`src/rtl/da_dct_pkg.sv`:
```
// Shared types, default widths and the DCT odd-row coefficient set for the
// distributed-arithmetic DCT engine.
package da_dct_pkg;

  typedef enum logic [1:0] {
    IDLE,
    RUN,
    DONE
  } state_t;

  localparam int DEF_N_TAPS = 4;
  localparam int DEF_DATA_W = 16;
  localparam int DEF_COEF_W = 16;
  localparam int DEF_N_ROWS = 4;

  localparam int COEF_ROWS = 4;
  localparam int COEF_TAPS = 4;

  // 0.5*c1, 0.5*c3, 0.5*c5, 0.5*c7 rows of the 8-point DCT, Q2.14
  localparam int COEF [COEF_ROWS][COEF_TAPS] = '{
    '{ 8035,  6811,  4551,  1598},
    '{ 6811, -1598, -8035, -4551},
    '{ 4551, -8035,  1598,  6811},
    '{ 1598, -4551,  6811, -8035}
  };

  // Coefficient lookup that reads as zero outside the stored table
  function automatic int coef_at(input int row, input int tap);
    if (row >= 0 && row < COEF_ROWS && tap >= 0 && tap < COEF_TAPS)
      return COEF[row][tap];
    return 0;
  endfunction

  // One DA table entry: sum of the row's coefficients over the set address bits
  function automatic int rom_entry(input int row, input int addr, input int n_taps);
    int sum;
    sum = 0;
    for (int k = 0; k < 32; k++) begin
      if (k < n_taps && addr[k])
        sum += coef_at(row, k);
    end
    return sum;
  endfunction

endpackage

```
`src/rtl/da_rom.sv`:
```
// Elaboration-time generated distributed-arithmetic lookup table, one
// 2^N_TAPS-entry slice per coefficient row; rows past N_ROWS read as zero.
module da_rom
  import da_dct_pkg::*;
#(
  parameter int N_TAPS = DEF_N_TAPS,
  parameter int N_ROWS = DEF_N_ROWS,
  parameter int ROW_W  = 2,
  parameter int ROM_W  = 18
) (
  input  logic        [ROW_W-1:0]  row,
  input  logic        [N_TAPS-1:0] addr,
  output logic signed [ROM_W-1:0]  data
);

  localparam int DEPTH = 2 ** N_TAPS;
  localparam logic [ROW_W:0] ROW_LIMIT = (ROW_W + 1)'(N_ROWS);

  logic signed [ROM_W-1:0] rom_tbl [N_ROWS][DEPTH];

  for (genvar r = 0; r < N_ROWS; r++) begin : g_row
    for (genvar a = 0; a < DEPTH; a++) begin : g_addr
      assign rom_tbl[r][a] = ROM_W'(rom_entry(r, a, N_TAPS));
    end
  end

  // Table read; an unpopulated row decodes as all-zero coefficients
  always_comb begin
    data = '0;
    if ({1'b0, row} < ROW_LIMIT)
      data = rom_tbl[row][addr];
  end

endmodule

```
`src/rtl/da_dct_engine.sv`:
```
// Bit-serial distributed-arithmetic dot product of N_TAPS samples against one
// selectable coefficient row, one bit plane per cycle, MSB first.
module da_dct_engine
  import da_dct_pkg::*;
#(
  parameter int N_TAPS = DEF_N_TAPS,
  parameter int DATA_W = DEF_DATA_W,
  parameter int COEF_W = DEF_COEF_W,
  parameter int N_ROWS = DEF_N_ROWS,
  localparam int ROW_W = (N_ROWS > 1) ? $clog2(N_ROWS) : 1,
  localparam int ROM_W = COEF_W + $clog2(N_TAPS),
  localparam int ACC_W = ROM_W + DATA_W
) (
  input  logic                       clk,
  input  logic                       rst,
  input  logic                       in_valid,
  output logic                       in_ready,
  input  logic [N_TAPS*DATA_W-1:0]   in_data,
  input  logic [ROW_W-1:0]           row_sel,
  output logic                       out_valid,
  input  logic                       out_ready,
  output logic signed [ACC_W-1:0]    out_data,
  output logic                       busy
);

  localparam int CNT_W = (DATA_W > 1) ? $clog2(DATA_W) : 1;
  localparam logic [CNT_W-1:0] CNT_TOP = CNT_W'(DATA_W - 1);

  state_t                   state;
  logic [DATA_W-1:0]        samples [N_TAPS];
  logic [ROW_W-1:0]         row_q;
  logic [CNT_W-1:0]         bit_cnt;
  logic signed [ACC_W-1:0]  acc;

  logic [N_TAPS-1:0]        plane;
  logic signed [ROM_W-1:0]  rom_data;
  logic signed [ACC_W-1:0]  rom_ext;

  // Gather the current bit plane across all captured samples as the ROM address
  always_comb begin
    plane = '0;
    for (int k = 0; k < N_TAPS; k++)
      plane[k] = samples[k][bit_cnt];
  end

  da_rom #(
    .N_TAPS (N_TAPS),
    .N_ROWS (N_ROWS),
    .ROW_W  (ROW_W),
    .ROM_W  (ROM_W)
  ) u_rom (
    .row  (row_q),
    .addr (plane),
    .data (rom_data)
  );

  assign rom_ext = {{DATA_W{rom_data[ROM_W-1]}}, rom_data};

  // Control FSM and shift-accumulate datapath; the MSB plane carries negative weight
  always_ff @(posedge clk or posedge rst) begin
    if (rst) begin
      state   <= IDLE;
      row_q   <= '0;
      bit_cnt <= '0;
      acc     <= '0;
      for (int k = 0; k < N_TAPS; k++)
        samples[k] <= '0;
    end else begin
      case (state)
        IDLE: begin
          if (in_valid) begin
            for (int k = 0; k < N_TAPS; k++)
              samples[k] <= in_data[k*DATA_W +: DATA_W];
            row_q   <= row_sel;
            acc     <= '0;
            bit_cnt <= CNT_TOP;
            state   <= RUN;
          end
        end
        RUN: begin
          if (bit_cnt == CNT_TOP)
            acc <= -rom_ext;
          else
            acc <= (acc <<< 1) + rom_ext;
          if (bit_cnt == '0)
            state <= DONE;
          else
            bit_cnt <= bit_cnt - CNT_W'(1);
        end
        DONE: begin
          if (out_ready)
            state <= IDLE;
        end
        default: state <= IDLE;
      endcase
    end
  end

  assign in_ready  = (state == IDLE);
  assign out_valid = (state == DONE);
  assign busy      = (state != IDLE);
  assign out_data  = acc;

endmodule

```
`config.mk`:
```
export PLATFORM = sky130hd
export DESIGN_NAME = da_dct_engine
export DESIGN_NICKNAME = d
export VERILOG_FILES = /design/src/rtl/da_dct_pkg.sv /design/src/rtl/da_rom.sv /design/src/rtl/da_dct_engine.sv
export SDC_FILE = /design/constraint.sdc
export NUM_CORES = 1
export LEC_CHECK = 0
export CORE_MARGIN = 3
export CORE_UTILIZATION = 45
export CTS_BUF_LIST = sky130_fd_sc_hd__clkbuf_8
export CTS_CLUSTER_DIAMETER = 100
export DETAILED_ROUTE_END_ITERATION = 10
export PLACE_DENSITY = 0.77
export SETUP_SLACK_MARGIN = 0.02
export SLEW_MARGIN = 40
export SYNTH_ARGS = -nofsm -noshare
export SYNTH_HDL_FRONTEND = slang
export SYNTH_SLANG_ARGS = --single-unit
```
`constraint.sdc`:
```
create_clock -name clk -period 6.19 [get_ports clk]
set_input_delay 0.9285 -clock clk [delete_from_list [all_inputs] [get_ports clk]]
set_output_delay 0.9285 -clock clk [all_outputs]
set_load 0.01 [all_outputs]
```
==> results.toml <==
[run_status]
status = "finished, final reports clean"

[placed_design]
globalplace.congestion = 0.955
io_buffers = 106
dp_cells = 1420
place_hpwl_um = 21200

[synthesis]
syn_area_um2 = 8760
ys_warn_count = 0
synth_xor_area_share_pct = 3.50
synth_fa_ha_area_share_pct = 6.37
synthSimpleGateAreaFrac_pct = 21.7
async_reset_ff_share_pct = 100
ys_ff_latch = 106
muxShareOfSynthArea_pct = 9.42
syn_inst = 1069
synth_top_family_by_area = "compound AO/OA/AOI/OAI gates"
avgSynthCellArea_um2 = 8.20
synth_edf_count = 0
yosys_most_used_dff = "dfrtp_1"
syn_nets = 1183
ys_types = 91
yosysSeqAreaShare_pct = 30.3
synth_compound_area_share_pct = 23.4

[sta]
slew_headroom_pct = 40.1
rsz0062_at_grt = "no"
post-route-min-period_ps = 5790
max_slew.worst_pin.slew_ps = 898
finClkSkew_ps = 20.2
final_max_slew_viol_count = 0
finalCritPeriodShare_pct = 93.6
fin_tns_setup_ps = 0
hold_viol = 0
fmax_mhz = 173
setup_viol = 0

[critical_path]
crit_start = "bit_cnt[2]$_DFFE_PP0P_"
crit_fanout = 12
cp.arrival_ps = 6080
regToRegStartpoint = "bit_cnt[2]$_DFFE_PP0P_"
crit_required_ps = 6480
critical_path_class = "reg2reg"
critPathCaptureType = "flop"
startpoint_type = "flop"

[final_layout]
final_cells = 1438
final_core_util_pct = 55.7
n_antenna_cell = 0
nNetsFinal = 1287
area_growth_syn_to_layout_pct = 20.1
drive_gt1_share_pct = 11.6

[global_route]
grt_max_degree = 70
grt_pass1_vias = 8532
grt_usage_pct = 26.4
grt.overflow.total = 0
grt_pass1_wl_um = 45800
antenna_found_initial = 0

[cts]
hold_buffers = 0
worstSkewPairLatency_ps = 410
cts_max_level = 3
clkTransAtPathRegs_ps = 110
clock_sinks = 106
cts_buffer_depth = 2
clock-root-buffer = "clkbuf_8"
cts_tree = "built"
cts_buffers = 9

[detailed_routing]
via_per_inst = 6.08
dr.first_iter.drc_count = 859
final_antenna_net_count = 0
drc = 0
wirelength_um = 28500
wl_per_cell_um = 19.8
first_pass_iters = 5
num_vias = 8749

[die]
core-area_um2 = 18900
initial_utilization_pct = 46.4
ios = 107
die_h_um = 146
chipWidth_um = 146
rows = 50
dieArea_um2 = 21200

[min_path]
hold_path.class = "reg2reg"
hold_start = "samples[4]$_DFFE_PP0P_"

[run]
cap_violations = 0
## worst max-delay path, stage by stage, from the launching register on
cell and delay, ps:
dfrtp_1 510, mux4_2 570, mux2i_1 420, mux2i_2 170, buf_4 230, a22oi_1 390, a22oi_1 170, o21ai_0 510
ha_1 410, and4_1 220, and3_1 210, a21oi_1 190, o2111ai_1 180, a221oi_1 300, buf_4 180, o211ai_1 130
a21oi_1 260, o21ai_0 150, xor2_1 160, a221o_1 330
## synthesized netlist by cell type, drive strengths merged, types with 6 or more instances
cell / count / area share, %
a211oi: 9 / 0.91
a21o: 12 / 1.0
a21oi: 66 / 3.8
a221o: 7 / 0.80
a22oi: 21 / 1.9
a311oi: 10 / 1.0
a31oi: 17 / 1.2
and3: 8 / 0.57
buf: 27 / 2.1
clkbuf: 45 / 1.9
dfrtp: 106 / 30
ha: 43 / 6.1
inv: 31 / 1.3
mux2: 12 / 1.6
mux2i: 20 / 2.6
mux4: 20 / 5.3
nand2: 272 / 12
nand2b: 9 / 0.64
nand3: 31 / 1.8
nand4: 7 / 0.50
nor2: 53 / 2.3
nor2b: 6 / 0.43
nor3: 16 / 0.97
o211ai: 18 / 1.5
o21ai: 54 / 3.1
o221ai: 6 / 0.60
o22ai: 7 / 0.50
o31ai: 8 / 0.74
or4: 6 / 0.51
xnor2: 25 / 2.5
xor2: 10 / 1.0
## layer usage
layer | vias to the layer above | wire length (um) | global-route usage (%)
met5 | - | 0 | 0
met4 | 0 | 857 | 9.26
met3 | 72 | 2160 | 4.83
met2 | 426 | 13100 | 41.9
met1 | 4145 | 12400 | 36.4
li1 | 4106 | - | -
## worst paths after layout
path	end	slack (ps)	depth (start not counted)
setup / recovery	out_data[30]$_DFFE_PP0P_	400	19
hold / removal	samples[4]$_DFFE_PP0P_	490	2
setup reg to reg	out_data[30]$_DFFE_PP0P_	400	19
hold reg to reg	samples[4]$_DFFE_PP0P_	490	2
max in group asynchronous	bit_cnt[3]$_DFFE_PP0P_	4060	3
min in group asynchronous	samples[2]$_DFFE_PP0P_	940	2
## layout by cell type, fill, tap and decap left out, types with 4 or more instances in the layout
cell / count
o22a_1: 4
o311ai_0: 5
and3_1: 8
o31ai_1: 7
nor2b_1: 6
o21bai_1: 4
o21ai_0: 50
nor3_1: 15
dfrtp_1: 104
or3_1: 4
clkbuf_8: 9
o21a_1: 5
o221ai_1: 6
mux4_2: 17
a22oi_1: 20
inv_1: 28
mux2_2: 9
nand3_1: 31
xor2_1: 10
a21o_1: 12
nor2_1: 49
a311oi_1: 10
or4_1: 6
ha_1: 43
o211ai_1: 18
nand4_1: 7
a31oi_1: 17
xnor2_1: 25
nand2_1: 268
a221o_1: 7
nand2b_1: 9
a21oi_1: 64
a221oi_1: 4
o22ai_1: 5
clkdlybuf4s50_1: 106
o32ai_1: 5
inv_8: 4
buf_4: 56
mux2i_1: 17
a211oi_1: 8
## sequential cells by signal (all words and copies together) (netlist names)
signal	flops
bit_cnt	4
row_q	2
samples	64
out_data	34
state	2
## cell type report
class                      instances  area, um^2
tap                              260         325
clock buffer                       9         124
sequential                       106        2660
timing repair buffer             165        1530
multi-input combinational        859        5670
fill                            1752        8370
clock inverter                     7        86.3
inverter                          32         123
## metrics by stage
step	hold slack, ps	setup WS [ps]	cell area [um^2]
after floorplan	437	671	8760
after global placement	455	271	10300
after detailed placement	460	227	10300
after CTS	488	173	10500
after global routing	497	67.2	10500
final	485	397	10500
## cells by family after synthesis
| group | count (synthesis) |
|---|---|
| XOR/XNOR | 35 |
| adder cells (fa/ha/maj) | 44 |
| AND/OR/NAND/NOR | 431 |
| AO/OA/AOI/OAI | 297 |
| flip-flops | 106 |
| multiplexers | 52 |
| buffers and inverters | 104 |
## repair_timing
action	in CTS	in global routing
gates resized for setup	0	8
endpoints found under the setup margin	0	11
buffers inserted	0	2
Power is left out: the tool's default activity adds up to more than one toggle a clock period on the data nets, which glitch-free logic cannot reach.
